[src/rtl/conv_encoder_if.sv]
// Handshake bundle between a bit source/codeword sink and conv_encoder.
// The slave side is the encoder; master is whoever feeds bits and drains codewords.
interface conv_encoder_if #(
   parameter int CODE_NUM = 2
);
   logic                i_start;
   logic                i_bit;
   logic                i_valid;
   logic                o_ready;
   logic [CODE_NUM-1:0] o_code;
   logic                o_valid;
   logic                i_ready;
   logic                o_last;
   logic                o_busy;

   modport master (
      output i_start, i_bit, i_valid, i_ready,
      input  o_ready, o_code, o_valid, o_last, o_busy
   );

   modport slave (
      input  i_start, i_bit, i_valid, i_ready,
      output o_ready, o_code, o_valid, o_last, o_busy
   );
endinterface

[src/rtl/conv_encoder.sv]
// Rate-1/CODE_NUM feed-forward convolutional encoder with zero-tail termination.
// One registered codeword per input bit, then CONSTR_LEN-1 tail codewords per frame.
module conv_encoder #(
   parameter int                             CONSTR_LEN = 3,
   parameter int                             CODE_NUM   = 2,
   parameter logic [CODE_NUM*CONSTR_LEN-1:0] GEN_POLY   = {3'b101, 3'b111},
   parameter int                             FRAME_LEN  = 8
) (
   input logic           clk,
   input logic           rst,
   conv_encoder_if.slave bus
);
   localparam int BW = $clog2(FRAME_LEN + 1);
   localparam int TW = $clog2(CONSTR_LEN);

   typedef enum logic [1:0] {IDLE, DATA, TAIL} state_t;

   state_t                state_q, state_d;
   logic [CONSTR_LEN-2:0] sreg_q, sreg_d;
   logic [BW-1:0]         bcnt_q, bcnt_d;
   logic [TW-1:0]         tcnt_q, tcnt_d;
   logic [CODE_NUM-1:0]   code_q, code_d;
   logic                  valid_q, last_q;
   logic                  slot_free, ready, accept, step, last_step;
   logic [CONSTR_LEN-1:0] window;

   always_comb begin
      slot_free = !valid_q || bus.i_ready;
      ready     = (state_q == DATA) && slot_free;
      accept    = ready && bus.i_valid;
      step      = accept || ((state_q == TAIL) && slot_free);
      // Tail steps shift in zeros so the register drains back to state 0
      window    = {(state_q == DATA) ? bus.i_bit : 1'b0, sreg_q};
      code_d    = '0;
      for (int unsigned n = 0; n < CODE_NUM; n++)
         code_d[n] = ^(window & GEN_POLY[n*CONSTR_LEN +: CONSTR_LEN]);

      state_d   = state_q;
      sreg_d    = sreg_q;
      bcnt_d    = bcnt_q;
      tcnt_d    = tcnt_q;
      last_step = 1'b0;
      case (state_q)
         IDLE: begin
            if (bus.i_start) begin
               state_d = DATA;
               sreg_d  = '0;
               bcnt_d  = '0;
            end
         end
         DATA: begin
            if (accept) begin
               sreg_d = window[CONSTR_LEN-1:1];
               bcnt_d = bcnt_q + 1'b1;
               if (bcnt_q == BW'(FRAME_LEN - 1)) begin
                  state_d = TAIL;
                  tcnt_d  = '0;
               end
            end
         end
         TAIL: begin
            if (step) begin
               sreg_d = window[CONSTR_LEN-1:1];
               tcnt_d = tcnt_q + 1'b1;
               if (tcnt_q == TW'(CONSTR_LEN - 2)) begin
                  last_step = 1'b1;
                  state_d   = IDLE;
               end
            end
         end
         default: state_d = IDLE;
      endcase
   end

   always_ff @(posedge clk) begin
      if (rst) state_q <= IDLE;
      else     state_q <= state_d;
   end

   always_ff @(posedge clk) begin
      if (rst) begin
         sreg_q  <= '0;
         bcnt_q  <= '0;
         tcnt_q  <= '0;
         code_q  <= '0;
         valid_q <= 1'b0;
         last_q  <= 1'b0;
      end else begin
         sreg_q <= sreg_d;
         bcnt_q <= bcnt_d;
         tcnt_q <= tcnt_d;
         // A step while the sink drains is a back-to-back transfer, no bubble
         if (step) begin
            code_q  <= code_d;
            valid_q <= 1'b1;
            last_q  <= last_step;
         end else if (bus.i_ready) begin
            valid_q <= 1'b0;
            last_q  <= 1'b0;
         end
      end
   end

   assign bus.o_ready = ready;
   assign bus.o_code  = code_q;
   assign bus.o_valid = valid_q;
   assign bus.o_last  = last_q;
   assign bus.o_busy  = (state_q != IDLE);
endmodule

[src/flat_wrapper.sv]
// flat-port wrapper written by rule: the top's interface ports become plain ports
module conv_encoder_flat 
#(
   parameter int                             CONSTR_LEN = 3,
   parameter int                             CODE_NUM   = 2,
   parameter logic [CODE_NUM*CONSTR_LEN-1:0] GEN_POLY   = {3'b101, 3'b111},
   parameter int                             FRAME_LEN  = 8
)
  (clk, rst, bus_i_start, bus_i_bit, bus_i_valid, bus_i_ready, bus_o_ready, bus_o_code, bus_o_valid, bus_o_last, bus_o_busy);
  conv_encoder_if #(.CODE_NUM(CODE_NUM)) bus_i ();
  input logic clk;
  input logic rst;
  input wire logic [$bits(bus_i.i_start)-1:0] bus_i_start;
  input wire logic [$bits(bus_i.i_bit)-1:0] bus_i_bit;
  input wire logic [$bits(bus_i.i_valid)-1:0] bus_i_valid;
  input wire logic [$bits(bus_i.i_ready)-1:0] bus_i_ready;
  output wire logic [$bits(bus_i.o_ready)-1:0] bus_o_ready;
  output wire logic [$bits(bus_i.o_code)-1:0] bus_o_code;
  output wire logic [$bits(bus_i.o_valid)-1:0] bus_o_valid;
  output wire logic [$bits(bus_i.o_last)-1:0] bus_o_last;
  output wire logic [$bits(bus_i.o_busy)-1:0] bus_o_busy;
  assign bus_i.i_start = bus_i_start;
  assign bus_i.i_bit = bus_i_bit;
  assign bus_i.i_valid = bus_i_valid;
  assign bus_i.i_ready = bus_i_ready;
  assign bus_o_ready = bus_i.o_ready;
  assign bus_o_code = bus_i.o_code;
  assign bus_o_valid = bus_i.o_valid;
  assign bus_o_last = bus_i.o_last;
  assign bus_o_busy = bus_i.o_busy;
  conv_encoder #(.CONSTR_LEN(CONSTR_LEN), .CODE_NUM(CODE_NUM), .GEN_POLY(GEN_POLY), .FRAME_LEN(FRAME_LEN)) u_core (.clk(clk), .rst(rst), .bus(bus_i));
endmodule
[config.mk]
export PLATFORM = sky130hd
export DESIGN_NAME = conv_encoder_flat
export DESIGN_NICKNAME = d
export VERILOG_FILES = /design/src/rtl/conv_encoder_if.sv /design/src/rtl/conv_encoder.sv /design/src/flat_wrapper.sv
export SDC_FILE = /design/constraint.sdc
export NUM_CORES = 1
export LEC_CHECK = 0
export BUFFER_PORTS_ARGS = -buffer_cell sky130_fd_sc_hd__clkbuf_2
export CAP_MARGIN = 20
export CORE_MARGIN = 2
export CORE_UTILIZATION = 49
export DETAILED_ROUTE_END_ITERATION = 10
export PLACE_DENSITY = 0.7
export SETUP_SLACK_MARGIN = 0.4
export SLEW_MARGIN = 20
export SYNTH_ARGS = -nofsm -noshare
export SYNTH_HDL_FRONTEND = slang
export SYNTH_SLANG_ARGS = --single-unit
[constraint.sdc]
create_clock -name clk -period 1.8 [get_ports clk]
set_clock_uncertainty 0.05 [all_clocks]
set_input_delay 0 -clock clk [delete_from_list [all_inputs] [get_ports clk]]
set_output_delay 0 -clock clk [all_outputs]
set_load 0.01 [all_outputs]
=== Word-level counts from Yosys, hierarchy flattened ===
Cells that the tools add are included.

* Equal/unequal tests: 9
* $add $sub $neg: 2
* Reduce and logical (&&, ||, !) cells: 18
* Mux-type cells: 23

{| class="wikitable"
|+ Operators by type and width
! kind !! number
|-
| $mux 2 || 11
|-
| $pmux 2 s3 || 2
|-
| $mux 4 || 2
|-
| $pmux 4 s2 || 1
|-
| $reduce_and 4->1 || 2
|-
| $reduce_bool 2->1 || 4
|-
| $mux 1 || 6
|-
| $ne 2x2->1 const B || 3
|-
| $reduce_xor 3->1 || 2
|-
| $reduce_and 5->1 || 1
|-
| $add 4x1->4 const B || 1
|-
| $eq 2x1->1 const B || 2
|-
| $eq 4x3->1 const B || 1
|-
| $ne 2x1->1 const B || 2
|-
| $pmux 2 s2 || 1
|-
| $logic_and 1x1->1 || 3
|-
| $reduce_and 3->1 || 1
|-
| $reduce_bool 3->1 || 1
|-
| $add 2x1->2 const B || 1
|-
| $eq 2x2->1 const B || 1
|-
| $logic_not 2->1 || 1
|-
| $logic_or 1x1->1 || 2
|-
| $logic_not 1->1 || 1
|}

* Register bits after elaboration: 14
* Bits of input ports: 6
* Logic and storage cells: 59

=== Longest topological paths before layout ===
Gate-level depths: netlist of run 1.

* Depth after elaboration: 7
* Depth in mapped cells: 7
* Depth with buffers taken out: 6

=== Least setup slack after synthesis of run 1 ===
No wires, ideal clock.

* Path type: reg2reg
* From: register u_core.state_q[0]
* To: register u_core.sreg_q[1]
* Clock period less this slack: 1882 ps
* Cell stages (with the launch flop): 7
* Data arrival time: 1767 ps
* Slack: -82 ps
* Library setup time: 65 ps
* Path through: dfxtp_1 -> inv_1 -> ha_1 -> or2_4 -> a2111oi_4 -> mux2_1 -> nor2_1

* Word-level cells in the longest chain between the ends: 6

{| class="wikitable"
|+ Ends and longest elaborated chain
! item !! line !! text
|-
| from (decl) || conv_encoder.sv:18 || <nowiki>state_t state_q, state_d;</nowiki>
|-
| from (signal assigned) || conv_encoder.sv:77 || <nowiki>else state_q <= state_d;</nowiki>
|-
| $eq 2x1->1 || conv_encoder.sv:29, conv_encoder.sv:33, conv_encoder.sv:43 ||
|-
| $logic_and 1x1->1 || conv_encoder.sv:29 || <nowiki>ready = (state_q == DATA) && slot_free;</nowiki>
|-
| $logic_and 1x1->1 || conv_encoder.sv:30 || <nowiki>accept = ready && bus.i_valid;</nowiki>
|-
| $logic_or 1x1->1 || conv_encoder.sv:31 || <nowiki>step = accept || ((state_q == TAIL) && slot_free);</nowiki>
|-
| $ne 2x1->1 (no line) || n/a ||
|-
| $reduce_and 4->1 (no line) || n/a ||
|-
| to (signal assigned) || conv_encoder.sv:89 || <nowiki>sreg_q <= sreg_d;</nowiki>
|-
| to (decl) || conv_encoder.sv:19 || <nowiki>logic [CONSTR_LEN-2:0] sreg_q, sreg_d;</nowiki>
|}

Parallel ways exist; a longest one is shown, timed or not. The select of a mux whose other input is x is not followed.
A chain may end at the register's enable or synchronous reset.

=== Final worst setup path of run 1 ===
* From: register u_core.state_q[0]
* To: register u_core.tcnt_q[0]

* Word-level cells in the longest chain between the ends: 6

{| class="wikitable"
|+ Ends and longest elaborated chain
! item !! line !! text
|-
| $eq 2x1->1 || conv_encoder.sv:29, conv_encoder.sv:43 ||
|-
| $logic_and 1x1->1 || conv_encoder.sv:29 ||
|-
| $logic_and 1x1->1 || conv_encoder.sv:30 ||
|-
| $logic_or 1x1->1 || conv_encoder.sv:31 ||
|-
| $ne 2x1->1 (no line) || n/a ||
|-
| $reduce_and 4->1 (no line) || n/a ||
|-
| to (signal assigned) || conv_encoder.sv:91 || <nowiki>tcnt_q <= tcnt_d;</nowiki>
|-
| to (decl) || conv_encoder.sv:21 || <nowiki>logic [TW-1:0] tcnt_q, tcnt_d;</nowiki>
|}

Parallel ways exist; a longest one is shown, timed or not.

==> results of run 1 <==
==> layer usage <==
metal  track usage  vias to the layer above
met5             0                        -
met4         0.137                        0
met3        0.0556                        9
met2         0.300                       19
met1         0.231                      367
li1              -                      388
==> final cells by class <==
class | count | area, um2 | share of cell area
Inverter | 6 | 27.5 | 0.0234
Tap cell | 17 | 21.3 | 0.0180
Clock buffer | 4 | 36.3 | 0.0308
Timing Repair Buffer | 25 | 170 | 0.144
Sequential cell | 14 | 288 | 0.244
Multi-Input combinational cell | 71 | 636 | 0.539
==> per-stage QoR <==
step | instance area, um2 | util | total power [uW] | std cells
finish | 1180 | 0.698 | 1510 | 137
global route | 1180 | 0.698 | 1600 | 137
CTS | 1090 | 0.646 | 1380 | 133
detailed placement | 998 | 0.591 | 1090 | 123
global placement | 998 | 0.591 | 1070 | 123
floorplan | 905 | - | 903 | 94
==> report_power, final <==
part | internal, uW | switching (uW) | total (uW)
registers | 363 | 51.5 | 414
logic | 456 | 409 | 865
clock network | 123 | 107 | 231
==> what timing repair did <==
action                                  in CTS  in global routing
setup buffers                                5                  4
gates resized for setup                      3                 13
gates cloned                                 0                  0
endpoints found under the setup margin      10                 13
hold endpoints to repair                     1                  0
hold buffers                                 1                  0
pin swaps                                   10                  9
==> sequential cells by signal, summed over array words and instances, names as in the netlist <==
| signal | cells |
|---|---|
| u_core.bcnt_q | 4 |
| u_core.bus.o_code | 2 |
| u_core.sreg_q | 2 |
| u_core.state_q | 2 |
| u_core.tcnt_q | 2 |
| u_core.bus.o_last | 1 |
| u_core.bus.o_valid | 1 |
==> synth_stat cells, types with 2 or more instances <==
library cell / instances / share of area
nor2_1: 4 / 0.017
mux2i_1: 2 / 0.023
o21ai_0: 3 / 0.017
a21oi_1: 7 / 0.040
nand3_1: 4 / 0.023
nand2b_1: 8 / 0.058
nand3b_1: 3 / 0.026
a31oi_1: 2 / 0.014
inv_1: 6 / 0.026
nand2_1: 3 / 0.013
dfxtp_1: 14 / 0.32
or3_1: 2 / 0.014
nor2b_1: 2 / 0.014
nand4_1: 2 / 0.014
and2b_1: 2 / 0.017
ha_1: 8 / 0.12
==> cells by family (layout without fill, tap and decap cells) <==
kind of cell / count (synthesis) / after routing / share of synthesized area
xor+xnor: 2 / 2 / 0.0202
flops: 14 / 14 / 0.324
compound gates: 20 / 20 / 0.192
buf+inv: 9 / 35 / 0.0404
simple gates: 38 / 38 / 0.272
mux: 3 / 3 / 0.0361
fa+ha+maj: 8 / 8 / 0.116
==> worst max-delay path, cell delays in order (launching register included) <==
cell      delay (ps)
dfxtp_4          400
inv_4             50
ha_4             150
or2_4            270
a221oi_4         300
buf_4            170
a21boi_2          50
o21ba_2          190
==> worst paths after layout <==
| kind | cells past startpoint | slack [ps] | to | start |
|---|---|---|---|---|
| min | 2 | 50 | u_core.sreg_q[0] | rst |
| max | 7 | 60 | u_core.tcnt_q[0] | u_core.state_q[0] |
| max reg2reg | 7 | 60 | u_core.tcnt_q[0] | u_core.state_q[0] |
| min reg2reg | 2 | 430 | u_core.sreg_q[0] | u_core.sreg_q[1] |
==> flow_summary.toml, run 1 <==
[outcome]
status = "finished, final reports clean"

[layout]
diodes = 0
layout.nets = 135
mostFrequentLayoutCells = "dfxtp_1, clkbuf_2, buf_4"
fill_cells = 114
layout_commonest_cell = "dfxtp_1"
layout-drive-gt1-share = 0.425
synthToLayoutAreaGrowth_pct = 36.1

[detailed_routing]
drt-pass1-iter-count = 4
wl_met2_um = 957
routedWlPerCell_um = 14.2
met1_length_um = 855
routed.top_layer = "met4"
drc_errors = 0
drt-total-wl_um = 1950
vias_per_cell = 5.72
drt_iter0_markers = 6
ant_nets = 0
num_vias = 783
wl_met3_um = 61

[worst_setup_path]
start_kind = "flip-flop"
critPathKind = "flip-flop to flip-flop"
crit_required_ps = 1940
crit_arrival_ps = 1870
cp-end-kind = "flip-flop"
crit_fanout = 4

[sta]
setup_viol = 0
worst_pin_slew_ps = 352
hold_slack_ps = 48.8
fin_ws_ps = 61.7
finalSetupTns_ps = 0
fin_crit_ps = 1740
fmax_mhz = 575
hold_violations = 0
grt_setup_unrepaired = "true"
fin_crit_sh = 0.966
final-max-slew-violation-count = 0
slew_headroom = 0.765

[global_routing]
grt_pass1_vias = 674
grt-ovfl-total = 0
grtUsageTotal = 0.196
grt_start_max_net_pins = 19
antenna_found_initial = 0
grt_pass1_wl_um = 2880

[die]
dieWidth_um = 46.0
fp-row-count = 15
die_area_um2 = 2120
start_util = 0.513
core-area_um2 = 1690
fp.dieH_um = 46.0
num_io_pins = 12

[synthesis]
avgSynthCellArea_um2 = 9.21
synth_nets = 108
async_flop_share = 0
ys_warn_count = 0
postSynthCellCount = 94
yosysSeqAreaShare = 0.324
synth.ff_latch_count = 14
synth_edf_count = 0
synth_area_um2 = 866
synth_ff_type = "dfxtp_1"
synth.distinct_cells = 38

[placement]
gp_congestion = 0.797
numPortBuffers = 11
dp_hpwl_um = 1260
dp_slack_ps = 14.2

[power]
p_leak_uw = 0.000482
irDropWorstVdd_mv = 0.743
power.density_nw_per_um2 = 1280

[clock_tree]
clock-sinks = 14
cts_tree = "built"
clk_latency_ps = 280
cts_buffers = 3
root_buffer = "clkbuf_4"
clockBufferDepth = 2
clk_pin_slew_ps = 90
htree_levels = 1

[min_path]
hold_class = "input pin to flip-flop"

[run]
maxCapViolCount = 0
(Power assumes the default switching activity.)
==> inputs of run 2 (changes only) <==
--- a/config.mk
+++ b/config.mk
@@ -5,11 +5,12 @@
 export SDC_FILE = /design/constraint.sdc
 export NUM_CORES = 1
 export LEC_CHECK = 0
-export BUFFER_PORTS_ARGS = -buffer_cell sky130_fd_sc_hd__clkbuf_2
 export CAP_MARGIN = 20
 export CORE_MARGIN = 2
-export CORE_UTILIZATION = 49
+export CORE_UTILIZATION = 54
 export DETAILED_ROUTE_END_ITERATION = 10
+export DONT_BUFFER_PORTS = 1
+export GPL_TIMING_DRIVEN = 0
 export PLACE_DENSITY = 0.7
 export SETUP_SLACK_MARGIN = 0.4
 export SLEW_MARGIN = 20
==> run 2 against run 1 <==
  * Via count down 4.1%
  * First-iteration DRC count up 83%
  * Setup slack worse by 19 ps
  * Clock power down 23%
  * Core utilization up 5.6 points
  * Largest cell class unchanged
  * Largest power group unchanged
==> flow_summary.toml, run 2 (synthesis gave the netlist of run 1 again) <==
[sta]
hold_violations = 0
fin_ws_ps = 43.0
setup_viol = 0
fin_crit_ps = 1760
fmax_mhz = 569
final-max-slew-violation-count = 0
hold_slack_ps = 17.1
grt_setup_unrepaired = "true"
fin_crit_sh = 0.976
slew_headroom = 0.611
worst_pin_slew_ps = 583

[global_routing]
grt_pass1_vias = 679
grt_pass1_wl_um = 3060
use_met3 = 0.0367
busiest_layer = "met2"
antenna_found_initial = 0
use_met2 = 0.338
grt_start_max_net_pins = 11
grt-ovfl-total = 0
globalRouteMet1Util = 0.279
grtUsageTotal = 0.217

[die]
core-area_um2 = 1510
dieWidth_um = 44.0
fp.dieH_um = 44.0
num_io_pins = 12
die_area_um2 = 1940
fp-row-count = 14
start_util = 0.575

[power]
power.density_nw_per_um2 = 1250
p_int_uw = 859
p_switching_uw = 563
irDropWorstVdd_mv = 0.736
pwr-share-clk = 0.126
power_uw = 1420
p_seq_frac = 0.298
comb_power_share = 0.577
p_leak_uw = 0.000438
swShare = 0.396

[clock_tree]
cts_buffers = 3
clock-sinks = 14
clockBufferDepth = 2
htree_levels = 1
clk_latency_ps = 280
root_buffer = "clkbuf_4"
cts_tree = "built"
clk_pin_slew_ps = 80

[layout]
layout-drive-gt1-share = 0.324
largest-register = "u_core.bcnt_q"
synthToLayoutAreaGrowth_pct = 31.2
utilization = 0.754
layout_commonest_cell = "dfxtp_1"
largest_reg_flops = 4
diodes = 0
mostFrequentLayoutCells = "dfxtp_1, nand2b_1, buf_4"
fin_area_um2 = 1140
layout.nets = 127

[detailed_routing]
drt_iter0_markers = 11
drc_errors = 0
num_vias = 751
routedWlPerCell_um = 15.3
ant_nets = 0
drt-total-wl_um = 1940
drt-pass1-iter-count = 4
vias_per_cell = 5.91

[worst_setup_path]
critPathKind = "flip-flop to flip-flop"
crit_arrival_ps = 1850
cp-end-kind = "flip-flop"
crit_fanout = 4
start_kind = "flip-flop"
crit_required_ps = 1890

[placement]
numPortBuffers = 0
dp_hpwl_um = 1150
dp_slack_ps = 5.94
dpl_cell_area_um2 = 925
gp_congestion = 0.865

[outcome]
status = "finished, final reports clean"

[min_path]
hold_class = "input pin to flip-flop"

[run]
maxCapViolCount = 0
run 2: worst max-delay path, stage by stage, from the launching register on:
cell,delay [ps]
dfxtp_4,400
inv_4,50
ha_4,150
or2_4,270
a2111oi_4,350
buf_4,180
nand2b_4,110
a21oi_1,50
run 2: layout make-up:
class                   count  area (um2)
fillers                   103         370
multi-input cells          71         639
flip-flops and latches     14         288
inverters                   6        27.5
repair buffers             14         120
well taps                  16        20.0
clock buffers               3        22.5
plain buffers               3        18.8
run 2: path summary, 6_finish.rpt:
kind / cells past startpoint / slack (ps) / startpoint / endpoint
hold reg to reg: 2 / 450 / u_core.sreg_q[1] / u_core.sreg_q[0]
setup reg to reg: 7 / 40 / u_core.state_q[0] / u_core.sreg_q[0]
setup / recovery: 7 / 40 / u_core.state_q[0] / u_core.sreg_q[0]
hold / removal: 3 / 20 / bus_i_valid / u_core.bcnt_q[1]
run 2: what timing repair did:
| action | in CTS | in global routing |
|---|---|---|
| pin swaps | 6 | 6 |
| endpoints found under the hold margin | 8 | 0 |
| cloned | 1 | 0 |
| hold buffers | 4 | 0 |
| gates resized for setup | 11 | 7 |
| setup buffers | 7 | 2 |
| endpoints found under the setup margin | 13 | 12 |
run 2: power groups by stage:
stage / registers [uW] / clock network, uW / logic, uW
floorplan: 421 / 0 / 482
global placement: 429 / 0 / 558
detailed placement: 431 / 0 / 566
CTS: 422 / 180 / 727
global route: 429 / 196 / 891
finish: 423 / 179 / 820
run 2: through the flow:
step / setup TNS, ps / std cells
after floorplan: 0 / 94
after global placement: 0 / 110
after detailed placement: 0 / 110
after CTS: 0 / 125
after global routing: -34.4 / 127
final: 0 / 127
run 2: routing by layer:
layer  part of all wire  routed length, um  up-vias
met5                  0                  0        -
met4              0.028                 55        0
met3              0.035                 67        8
met2               0.51                981       21
met1               0.43                837      350
li1                   -                  -      372
==> inputs of run 3 (changes only) <==
--- a/config.mk
+++ b/config.mk
@@ -12,6 +12,7 @@
 export DONT_BUFFER_PORTS = 1
 export GPL_TIMING_DRIVEN = 0
 export PLACE_DENSITY = 0.7
+export RECOVER_POWER = 50
 export SETUP_SLACK_MARGIN = 0.4
 export SLEW_MARGIN = 20
 export SYNTH_ARGS = -nofsm -noshare
==> run 3 against run 2 <==
  * Critical path depth is the same
  * First-iteration DRC count unchanged
  * Sequential share of layout area increased by 0.056 points
  * Global-route usage unchanged
  * Clock-buffer cell count did not move
  * Sequential power about the same
  * Sequential cell count did not move
  * Clock power is essentially flat
  * Worst hold slack improved by 4.1 ps
  * Register-to-register slack is essentially flat
==> flow_summary.toml, run 3 (synthesis gave the netlist of run 1 again) <==
[layout]
layout-drive-gt1-share = 0.315
mostFrequentLayoutCells = "dfxtp_1, nand2b_1, buf_4"
layout_commonest_cell = "dfxtp_1"
utilization = 0.752
largest_reg_flops = 4
layout.nets = 127
largest-register = "u_core.bcnt_q"
synthToLayoutAreaGrowth_pct = 30.9
diodes = 0

[die]
fp-row-count = 14
core-area_um2 = 1510
dieWidth_um = 44.0
fp.dieH_um = 44.0
start_util = 0.575
die_area_um2 = 1940
num_io_pins = 12

[worst_setup_path]
worstPathCellList = "inv_4 -> ha_4 -> or2_4 -> a2111oi_4 -> buf_4 -> nand2b_4 -> a21oi_1"
critPathKind = "flip-flop to flip-flop"
crit_fanout = 4
cp-end-kind = "flip-flop"
slowest_delay_ps = 400
start_kind = "flip-flop"
crit_required_ps = 1890
crit_slowest_cell = "dfxtp_4"
crit_arrival_ps = 1850

[sta]
slew_headroom = 0.604
fin_crit_sh = 0.977
finalSetupTns_ps = 0
worst_pin_slew_ps = 594
hold_violations = 0
fmax_mhz = 569
setup_viol = 0
fin_crit_ps = 1760
fin_ws_ps = 41.7
grt_setup_unrepaired = "true"
final-max-slew-violation-count = 0

[clock_tree]
cts_tree = "built"
htree_levels = 1
clk_latency_ps = 270
root_buffer = "clkbuf_4"
clk_pin_slew_ps = 80
clockBufferDepth = 2
cts_buffers = 3
clock-sinks = 14

[detailed_routing]
ant_nets = 0
vias_per_cell = 5.91
drc_errors = 0
routedWlPerCell_um = 15.4
drt-total-wl_um = 1950
drt_iter0_markers = 11
num_vias = 750
drt-pass1-iter-count = 4

[min_path]
hold_class = "input pin to flip-flop"

[placement]
dp_slack_ps = 5.94
numPortBuffers = 0
dp_hpwl_um = 1150
gp_congestion = 0.865

[power]
power.density_nw_per_um2 = 1240
irDropWorstVdd_mv = 0.732
p_leak_uw = 0.000435

[global_routing]
grtUsageTotal = 0.217
grt_start_max_net_pins = 11
grt_pass1_wl_um = 3060
antenna_found_initial = 0
grt-ovfl-total = 0
grt_pass1_vias = 679

[outcome]
status = "finished, final reports clean"

[run]
maxCapViolCount = 0
==> run 3: cell counts in the layout (fill, tap and decap cells not counted) <==
No cell type changed its count.
==> run 3: through the flow <==
stage | hold WS, ps | area, um2 | cells | total power [uW]
after floorplan | 136 | 905 | 94 | 903
after global placement | 144 | 925 | 110 | 987
after detailed placement | 146 | 925 | 110 | 997
after CTS | 14.3 | 1090 | 125 | 1330
after global routing | 82.7 | 1130 | 127 | 1510
final | 21.3 | 1130 | 127 | 1410
==> run 3: power by group <==
group / leakage, uW / internal (uW) / switching, uW
Combinational: 0.000306 / 410 / 401
Sequential: 0.000115 / 363 / 60.3
Clock: 0.0000138 / 77.5 / 98.9
Total: 0.000435 / 850 / 560
==> run 3: timing repair <==
item	4_1_cts	5_1_grt
pin swaps	6	6
buffers inserted	7	2
resized for setup	11	7
hold buffers	4	0
endpoints found under the setup margin	13	12
hold endpoints to repair	8	0
cloned	1	0
==> run 3: worst paths after layout <==
path / slack [ps] / cells after the start / from / endpoint
worst max-delay path: 40 / 7 / u_core.state_q[0] / u_core.sreg_q[0]
worst min-delay path: 20 / 3 / bus_i_valid / u_core.bcnt_q[1]
worst max register to register: 40 / 7 / u_core.state_q[0] / u_core.sreg_q[0]
worst min register to register: 460 / 2 / u_core.bcnt_q[1] / u_core.bcnt_q[1]
==> run 3: final cells by class <==
cell class	count	area [um2]
multi-input cells	71	637
flip-flops and latches	14	288
plain buffers	3	18.8
inverters	6	27.5
well taps	16	20.0
clock buffers	3	22.5
repair buffers	14	120
fillers	104	373
==> run 3: per-layer routing <==
metal / GRT usage / up-vias / wire (um)
met3: 0.0367 / 4 / 57
li1: - / 370 / -
met5: 0 / - / 0
met2: 0.338 / 14 / 1010
met4: 0.133 / 0 / 31
met1: 0.279 / 362 / 852
==> run 3: worst max-delay path: cells and delay by family, from the launching register on <==
family | cells | cell delay (ps)
adders and majority gates | 1 | 150
and+or+nand+nor | 2 | 380
DFF | 1 | 400
AOI/OAI and AO/OA | 2 | 410
buffers and inverters | 2 | 230
